$ cat config.mk
export PLATFORM = sky130hd
export DESIGN_NAME = write_back_stage
export DESIGN_NICKNAME = d
export VERILOG_FILES = /design/src/rtl/write_back_stage_pkg.sv /design/src/rtl/write_back_stage_register_file_2r1w.sv /design/src/rtl/write_back_stage.sv
export SDC_FILE = /design/constraint.sdc
export NUM_CORES = 1
export LEC_CHECK = 0
export BUFFER_PORTS_ARGS = -buffer_cell sky130_fd_sc_hd__buf_2
export CAP_MARGIN = 20
export CORE_MARGIN = 2
export CORE_UTILIZATION = 45
export DETAILED_ROUTE_END_ITERATION = 8
export PLACE_DENSITY = 0.7
export SYNTH_ARGS = -nofsm -noshare
export SYNTH_HDL_FRONTEND = slang
export SYNTH_SLANG_ARGS = --single-unit
$ cat constraint.sdc
create_clock -name clock -period 2.9 [get_ports clock]
set_input_delay 0.29 -clock clock [delete_from_list [all_inputs] [get_ports clock]]
set_output_delay 0.29 -clock clock [all_outputs]
set_load 0.02 [all_outputs]
$ cat src/rtl/write_back_stage_pkg.sv
// Shared decode constants for the write-back stage so decode/execute decode
// instructions identically.
package write_back_stage_pkg;

  localparam int DATA_W = 20;
  localparam int NREGS  = 16;
  localparam int REG_W  = $clog2(NREGS);
  localparam int CNT_W  = 20;

  localparam int OPC_HI = 19;
  localparam int OPC_LO = 16;
  localparam int RD_HI  = 15;
  localparam int RD_LO  = 12;

  localparam logic [3:0] OP_NOP       = 4'h0;
  localparam logic [3:0] OP_LD        = 4'h1;
  localparam logic [3:0] OP_ST        = 4'h2;
  localparam logic [3:0] OP_ALU_FIRST = 4'h3;
  localparam logic [3:0] OP_ALU_LAST  = 4'hB;
  localparam logic [3:0] OP_BR_FIRST  = 4'hC;

  function automatic logic is_alu(input logic [3:0] op);
    return (op >= OP_ALU_FIRST) && (op <= OP_ALU_LAST);
  endfunction

  function automatic logic writes_rd(input logic [3:0] op);
    return (op == OP_LD) || is_alu(op);
  endfunction

endpackage

$ cat src/rtl/write_back_stage_register_file_2r1w.sv
// Two-read one-write register file; r0 reads zero, and a same-cycle write
// is bypassed onto the read ports.
module register_file_2r1w #(
  parameter int DATA_W = 20,
  parameter int NREGS  = 16,
  parameter int AW     = $clog2(NREGS)
) (
  input  logic              clock,
  input  logic              reset_n,
  input  logic              we,
  input  logic [AW-1:0]     waddr,
  input  logic [DATA_W-1:0] wdata,
  input  logic [AW-1:0]     rs1_addr,
  input  logic [AW-1:0]     rs2_addr,
  output logic [DATA_W-1:0] rs1_data,
  output logic [DATA_W-1:0] rs2_data
);

  logic [DATA_W-1:0] mem [NREGS];

  always_ff @(posedge clock or negedge reset_n) begin
    if (!reset_n) begin
      for (int i = 0; i < NREGS; i++) mem[i] <= '0;
    end else if (we && (waddr != '0)) begin
      mem[waddr] <= wdata;
    end
  end

  always_comb begin
    rs1_data = '0;
    if (rs1_addr != '0) begin
      if (we && (rs1_addr == waddr)) rs1_data = wdata;
      else                           rs1_data = mem[rs1_addr];
    end
  end

  always_comb begin
    rs2_data = '0;
    if (rs2_addr != '0) begin
      if (we && (rs2_addr == waddr)) rs2_data = wdata;
      else                           rs2_data = mem[rs2_addr];
    end
  end

endmodule

$ cat src/rtl/write_back_stage.sv
// Final pipeline stage: MEM/WB register, register file with write-back
// bypass, and a retired-instruction counter. No back-pressure.
module write_back_stage
  import write_back_stage_pkg::*;
#(
  parameter int DATA_W = write_back_stage_pkg::DATA_W,
  parameter int NREGS  = write_back_stage_pkg::NREGS,
  parameter int CNT_W  = write_back_stage_pkg::CNT_W,
  parameter int AW     = $clog2(NREGS)
) (
  input  logic              clock,
  input  logic              reset_n,
  input  logic              in_valid,
  input  logic [DATA_W-1:0] in_instruction,
  input  logic [DATA_W-1:0] in_address,
  input  logic              in_write_enable,
  input  logic [DATA_W-1:0] mem_rdata,
  input  logic              flush,
  input  logic [AW-1:0]     rs1_addr,
  input  logic [AW-1:0]     rs2_addr,
  output logic [DATA_W-1:0] rs1_data,
  output logic [DATA_W-1:0] rs2_data,
  output logic              wb_valid,
  output logic              wb_we,
  output logic [AW-1:0]     wb_rd,
  output logic [DATA_W-1:0] wb_data,
  output logic [CNT_W-1:0]  retired_count
);

  logic              valid_q;
  logic [DATA_W-1:0] instr_q;
  logic [DATA_W-1:0] addr_q;
  logic              store_q;
  logic [CNT_W-1:0]  retired_q;
  logic [3:0]        opcode;
  logic              unused_bits;

  // Flush and in_valid=0 both load an all-zero bubble, which decodes as NOP.
  always_ff @(posedge clock or negedge reset_n) begin
    if (!reset_n) begin
      valid_q <= 1'b0;
      instr_q <= '0;
      addr_q  <= '0;
      store_q <= 1'b0;
    end else if (in_valid && !flush) begin
      valid_q <= 1'b1;
      instr_q <= in_instruction;
      addr_q  <= in_address;
      store_q <= in_write_enable;
    end else begin
      valid_q <= 1'b0;
      instr_q <= '0;
      addr_q  <= '0;
      store_q <= 1'b0;
    end
  end

  always_ff @(posedge clock or negedge reset_n) begin
    if (!reset_n)     retired_q <= '0;
    else if (valid_q) retired_q <= retired_q + 1'b1;
  end

  assign opcode = instr_q[OPC_HI:OPC_LO];
  assign wb_rd  = instr_q[RD_HI:RD_LO];

  // Load data arrives from memory in this cycle, so it is taken live.
  always_comb begin
    wb_data = '0;
    if (opcode == OP_LD)  wb_data = mem_rdata;
    else if (is_alu(opcode)) wb_data = addr_q;
  end

  assign wb_valid      = valid_q;
  assign wb_we         = valid_q && writes_rd(opcode) && (wb_rd != '0);
  assign retired_count = retired_q;
  assign unused_bits   = ^{store_q, instr_q[RD_LO-1:0]};

  register_file_2r1w #(
    .DATA_W (DATA_W),
    .NREGS  (NREGS),
    .AW     (AW)
  ) u_regfile (
    .clock    (clock),
    .reset_n  (reset_n),
    .we       (wb_we),
    .waddr    (wb_rd),
    .wdata    (wb_data),
    .rs1_addr (rs1_addr),
    .rs2_addr (rs2_addr),
    .rs1_data (rs1_data),
    .rs2_data (rs2_data)
  );

endmodule

==> results of run 1 <==
[flip-flops by register name, summed over array words and instances, names as in the netlist]
name           flops
u_regfile.mem    320
wb_valid           1
instr_q            8
addr_q            20
retired_count     20
[path summary, 6_finish.rpt]
path                                 endpoint  depth (start not counted)  slack, ns
setup reg to reg           u_regfile.mem[282]                          7       0.55
max in group asynchronous   u_regfile.mem[29]                          3       1.69
min in group asynchronous  u_regfile.mem[204]                          2       0.37
hold reg to reg            u_regfile.mem[305]                          0       0.40
hold / removal                     addr_q[17]                          2       0.08
setup / recovery                  rs2_data[8]                          8       0.05
[layout make-up]
cell class              count  share of cell area
repair buffers            270              0.0898
multi-input cells        1143               0.400
flip-flops and latches    369               0.413
well taps                 539              0.0302
clock inverters            11             0.00694
inverters                  29             0.00487
clock buffers              60              0.0549
diodes                      1            0.000112
[repair_timing]
action / 4_1_cts / 5_1_grt
gates resized for setup: 24 / 23
cloned: 0 / 0
endpoints found under the hold margin: 108 / 0
pin swaps: 1 / 4
buffers inserted: 2 / 0
hold buffers: 28 / 0
endpoints found under the setup margin: 16 / 29
[synthesized netlist by cell type, types with 29 or more instances]
cell	n	area, um^2
a21oi_1	110	551
inv_1	29	109
a22oi_1	29	218
nand2_1	239	897
mux4_2	142	3200
mux2i_1	29	290
dfrtp_1	369	9230
clkbuf_1	90	338
mux2_2	48	541
nor2_1	114	428
o21ai_0	227	1140
buf_2	68	340
and2_1	31	194
[cells by family after synthesis]
family | after synthesis
AO/OA/AOI/OAI | 443
XOR/XNOR | 27
adder cells (fa/ha/maj) | 1
buffers and inverters | 209
flip-flops | 369
multiplexers | 219
AND/OR/NAND/NOR | 453
[stage by stage]
| step | total power [W] | hold slack, ns | cell area [um^2] |
|---|---|---|---|
| 4_1_cts | 0.0133 | 0.0669 | 22200 |
| 6_report | 0.0132 | 0.0759 | 22400 |
| 2_1_floorplan | 0.00717 | -0.00559 | 18900 |
| 3_5_place_dp | 0.00789 | 0.360 | 20500 |
| 3_3_place_gp | 0.00780 | 0.346 | 20500 |
| 5_1_grt | 0.0138 | 0.0619 | 22400 |
[cell usage in the layout, fill, tap and decap left out, types with 10 or more instances in the layout]
master / instances
clkbuf_16: 41
xnor2_1: 21
clkbuf_8: 13
o21ai_0: 227
dfrtp_1: 364
a22oi_1: 23
mux2_2: 48
a21oi_1: 109
buf_12: 17
inv_1: 29
mux4_2: 142
buf_2: 130
o22ai_1: 21
dlygate4sd3_1: 28
nand2_1: 239
buf_4: 90
nor2_1: 113
and2_1: 31
nor3_1: 10
a22o_1: 22
mux2i_1: 29
[power by group through the flow]
stage | registers, W | logic (W) | clock network [W]
finish | 0.00590 | 0.00199 | 0.00535
global route | 0.00594 | 0.00217 | 0.00564
CTS | 0.00588 | 0.00198 | 0.00542
detailed placement | 0.00596 | 0.00193 | 0
global placement | 0.00593 | 0.00187 | 0
floorplan | 0.00591 | 0.00126 | 0
[routing by layer]
| layer | vias to the layer above | GRT usage |
|---|---|---|
| met3 | 121 | 0.0541 |
| met2 | 721 | 0.412 |
| met1 | 7192 | 0.351 |
| li1 | 6438 | - |
| met5 | - | 0 |
| met4 | 0 | 0.101 |
==> results.md, run 1 <==
* Outcome: complete, no violations
* Final Max Slew Viols at 0
* Dpl ws at 0.284 ns
* CP startpoint: instr_q[18]
* Syn Area/Cell at 11.0 um^2
* Clock-pin slew of the registers on the worst-case setup and hold paths at 0.06 ns
* CP Capture Type: primary output
* Post-DP HPWL at 35.0 mm
* IO Count at 159
* Synth Area in Compound Gates at 0.131
* Multi-input gate area at 8930 um^2
* Post-route core utilization at 0.536
* Post-Synth Simple-Gate Area at 0.103
* Routability congestion estimate at 0.850
* Residual DRC count at 0
* Leakage power at 9.60 nW
* Syn-to-layout area delta at 18.4%
* Yosys warning count at 0
* Max-cap violation count at 0
* DR iter-0 viols at 1239
* Initial antenna violation count at 1
* Met2 wire length at 26.7 mm
* Multiplexer area fraction after synthesis at 0.213
* Post-synth EDFFs at 0
* Die W at 209 um
* Start point of the worst hold path: in_address[17]
* Register share of total power at 0.446
* Initial Util at 0.453
* Vias post-DR at 14.5k
* IO buf count at 145
* Crit path max-delay family: simple AND/OR/NAND/NOR gates
* Critical Path AT at 2.56 ns
* Synth unique cells at 41
* CTS tree: yes
* Filler instances at 3588
* Final setup vio count at 0
* Wire per inst at 23.1 um
* Worst-margin pin slew at 0.766 ns
* Ys flop type: dfrtp_1
* Slowest CP cell: dfrtp_2
* Combinational power share at 0.150
* Hold Crit Class: in -> reg
* Crit path max fanout at 11
* Post-synthesis adder-cell area fraction at 0.000663
* FF+latch count, synth at 369
* Met1 wire length at 22.3 mm
* CTS Root Cell: clkbuf_16
* CP Class: reg -> out
* Xor-xnor portion of the synthesized cell area at 0.0125
* Met3 routed WL at 5.03 mm
* Max VDD drop at 0.430 mV
* FFs w/ async S/R, synth at 1.00
* Crit Reg-Reg Startpoint: wb_valid
* Via density at 5.98
* CTS buffer count at 40
* Antenna viol nets, final at 0
* Crit path largest cell delay at 0.44 ns
* Fin cells at 2422
* Largest net degree at the start of global routing at 90
* Grt total ovfl at 0
* P_int at 0.00977 W
* Tmin final at 2.85 ns
* Final setup margin at 0.0540 ns
* Switching power at 0.00347 W
* Die H at 209 um
* Clock network power share at 0.404
* Mapped Cells at 1721
* Mapped Area at 18900 um^2
* Setup Skew at 0.0147 ns
* First-pass GRT wire length at 86.0 mm
* H-tree depth at 2
* Fin. Hold Viols at 0
* Crit start category: flip-flop
* Core region area at 41700 um^2
* Switching Share at 0.262
* Clock buffer depth at 3
* Post-synthesis sequential area ratio at 0.489
* Routed WL at 55.9 mm
* # rows at 75
* Share of post-route cells with drive strength above 1 at 0.290
* Normalized max-slew margin at 0.489
* Tot GR Track Use at 0.259
* Buffers & Inverters on Critical Path at 3
* CTS sink cnt at 369
* Clk_lat worst skew at 0.54 ns
* Syn_nets at 1795
* Nets at 1927
* Setup TNS at 0 ns
* Final Cycle Share at 0.981
* Worst-path cell chain: or3_1, and2_1, nand3_2, o41ai_4, buf_6, buf_12, o22ai_1, buf_4
* Max layer used: met4
* Vias in the first global route at 14.8k
* DRT Pass-1 Iters at 5
* PD cells at 592 nW/um^2
* Worst EP required at 2.61 ns
* Register area at 9240 um^2
* Fmax at 351 MHz
* Inst Count DP at 2320
* Main combinational cell family by area after synthesis: multiplexers
* Die area at 43600 um^2
No activity file was read; power rests on OpenSTA's default activity.
==> run 2: changes to the inputs <==
--- a/config.mk
+++ b/config.mk
@@ -5,6 +5,7 @@
 export SDC_FILE = /design/constraint.sdc
 export NUM_CORES = 1
 export LEC_CHECK = 0
+export ABC_AREA = 1
 export BUFFER_PORTS_ARGS = -buffer_cell sky130_fd_sc_hd__buf_2
 export CAP_MARGIN = 20
 export CORE_MARGIN = 2
==> run 2 against run 1 <==
Compared with the run above: sequential share of layout area shrank 2.0 points; die area grew 7.4%; clock skew grew 0.013 ns; sequential power is essentially flat; fmax shrank 1.7%; wire length grew 31%; register-to-register slack gained 0.03 ns.
==> results.md, run 2 <==
* Outcome: complete, no violations
* Initial Util at 0.457 (+0.00390)
* Most frequent cells after synthesis: 1087 x nand2_1, 567 x nand3_1, 369 x dfrtp_1, 259 x o21ai_0, 182 x clkbuf_1
* Max-cap violation count at 0 (unchanged)
* Die area at 46800 um^2 (+7.4%)
* Antenna viol nets, final at 0 (unchanged)
* Fin cells at 3607 (+49%)
* Fmax at 346 MHz (-1.7%)
* Clock-pin slew of the registers on the worst-case setup and hold paths at 0.06 ns (about the same)
* Max VDD drop at 0.486 mV (+13%)
* Largest net degree at the start of global routing at 82 (-8.9%)
* Die H at 216 um (+3.6%)
* First-pass GRT wire length at 112 mm (+30%)
* Count leader, synth: nand2_1
* IO Count at 159 (unchanged)
* Final setup vio count at 0 (unchanged)
* Tmin final at 2.89 ns (+0.0482 ns)
* Post-route core utilization at 0.529 (-0.00790)
* Crit path max fanout at 21 (+10)
* Worst EP required at 2.61 ns (about the same)
* Tot GR Track Use at 0.306 (+0.0468)
* CP Class: reg -> out
* FF+latch count, synth at 369 (unchanged)
* Via density at 5.82 (-2.7%)
* Fin. Hold Viols at 0 (unchanged)
* FFs w/ async S/R, synth at 1.00 (unchanged)
* Design area at 23500 um^2 (+5.0%)
* DR iter-0 viols at 2873 (+130%)
* Routed WL at 73.2 mm (+31%)
* Most frequent cells in the layout: 1087 x nand2_1, 564 x nand3_1, 367 x dfrtp_1
* Area after DPL at 21700 um^2 (+5.9%)
* Start point of the worst hold path: mem_rdata[18]
* Routability congestion estimate at 0.877 (+3.2%)
* Post-DP HPWL at 41.0 mm (+17%)
* Min Hold Slack at 0.298 ns (+0.222 ns)
* CTS buffer count at 41 (+2.5%)
* Syn Area/Cell at 6.94 um^2 (-37%)
* Yosys warning count at 0 (unchanged)
* CP Capture Type: primary output
* Die W at 216 um (+3.6%)
* Post-synthesis sequential area ratio at 0.455 (-0.0342)
* Residual DRC count at 0 (unchanged)
* Mapped Area at 20300 um^2 (+7.5%)
* Leakage power at 12.7 nW (+32%)
* Share of post-route cells with drive strength above 1 at 0.116 (-0.173)
* Post-synth EDFFs at 0 (unchanged)
* Setup TNS at 0 ns (unchanged)
* Reg with most FFs: u_regfile.mem
* CTS tree: yes
* Unrepaired setup endpoints after global routing: yes
* Nets at 3054 (+58%)
* CTS sink cnt at 369 (unchanged)
* Initial antenna violation count at 1 (unchanged)
* Normalized max-slew margin at 0.462 (-0.0273)
* DRT Pass-1 Iters at 9 (+4)
* Largest register FFs at 320 (unchanged)
* Syn_nets at 3000 (+67%)
* Mapped Cells at 2926 (+70%)
* CP startpoint: instr_q[18]
* Most common cell after layout, fill and taps aside: nand2_1
* Post-synth top area cell: dfrtp_1
* Largest cells by area after synthesis: dfrtp_1 45%, nand2_1 20%, nand3_1 14%
* Ys flop type: dfrtp_1
* Crit Reg-Reg Startpoint: instr_q[18]
* Syn-to-layout area delta at 15.7%
* Synth unique cells at 24 (-41%)
* Crit path largest cell delay at 0.37 ns (-0.07 ns)
* Crit start category: flip-flop
* Worst-path cell chain: nor2_1, nand3_1, buf_4, o22ai_1, clkinvlp_4, nand2_1, nand2_1, nor2_1, buf_2
* Clk_lat worst skew at 0.59 ns (+0.05 ns)
* PD cells at 571 nW/um^2 (-3.5%)
* # rows at 77 (+2.7%)
* Critical Path AT at 2.60 ns (+0.04 ns)
* CTS Root Cell: clkbuf_16
* Core region area at 44400 um^2 (+6.6%)
* Slowest CP cell: dfrtp_1
* Vias in the first global route at 20.2k (+36%)
* Wire per inst at 20.3 um (-12%)
* Clock buffer depth at 3 (unchanged)
* Vias post-DR at 21.0k (+45%)
* Worst-margin pin slew at 0.807 ns (+0.0410 ns)
* IO buf count at 145 (unchanged)
* Hold Crit Class: in -> reg
* H-tree depth at 2 (unchanged)
* Inst Count DP at 3493 (+51%)
* Setup Skew at 0.0273 ns (+0.0126 ns)
* Area share of the leading cell type in the synthesized netlist at 0.455 (-0.0342)
* Final Max Slew Viols at 0 (unchanged)
* Grt total ovfl at 0 (unchanged)
* Final Cycle Share at 0.998 (+0.0166)
run 2: cell types whose count changed in the layout (fill, tap and decap cells not counted), moves of 37 or more:
cell / change
mux2_2: -48
nand3_1: +556
o21ai_1: +37
a21oi_1: -69
nand2_1: +848
mux4_2: -142
inv_1: +101
run 2: timing repair:
action                                  CTS  global route
resized for setup                         8            21
hold buffers                             31             0
endpoints found under the setup margin   15            28
pin swaps                                 0             1
buffers inserted                          1             2
cloned                                    0             2
endpoints found under the hold margin    98             0
run 2: power by group:
part	total (W)	internal, W	switching, W
Sequential	0.00589	0.00555	0.000340
Combinational	0.00223	0.000761	0.00147
Clock	0.00528	0.00308	0.00220
run 2: cell type report:
type                            instances  area, um^2
Antenna cell                            2        5.00
Sequential cell                       369        9240
Clock buffer                           62        1220
Inverter                              148         572
Clock inverter                         14         129
Tap cell                              592         741
Fill cell                            4089       20900
Timing Repair Buffer                  268        2020
Multi-Input combinational cell       2152        9550
run 2: cells by family after synthesis:
group	synth area share
flip-flops	0.455
AND/OR/NAND/NOR	0.367
XOR/XNOR	0.00863
AO/OA/AOI/OAI	0.0908
adder cells (fa/ha/maj)	0.000616
buffers and inverters	0.0784
run 2: path summary, 6_finish.rpt:
path | depth (start not counted) | slack (ns) | endpoint
max | 9 | 0.006 | rs2_data[4]
min | 5 | 0.30 | u_regfile.mem[158]
max reg2reg | 8 | 0.58 | u_regfile.mem[177]
min reg2reg | 0 | 0.40 | u_regfile.mem[301]
max in group asynchronous | 3 | 1.64 | u_regfile.mem[283]
min in group asynchronous | 2 | 0.32 | u_regfile.mem[314]
run 2: through the flow:
step           worst slack, ns  total power, W
6_report               0.00573          0.0134
5_1_grt                 -0.100          0.0140
3_3_place_gp             0.518         0.00804
3_5_place_dp             0.495         0.00812
2_1_floorplan            0.733         0.00728
4_1_cts                0.00720          0.0134
run 2: metal layers:
layer,vias up,GRT usage,part of all wire
met1,9829,0.393,0.39
li1,9558,-,-
met3,258,0.0571,0.11
met2,1335,0.490,0.45
met5,-,0,0
met4,0,0.167,0.053
run 2: critical path, delay by kind of cell, from the launching register on:
kind	cells	cell delay, ns
DFF	1	0.37
AOI/OAI and AO/OA	1	0.32
buffers and inverters	3	0.72
and+or+nand+nor	5	0.61
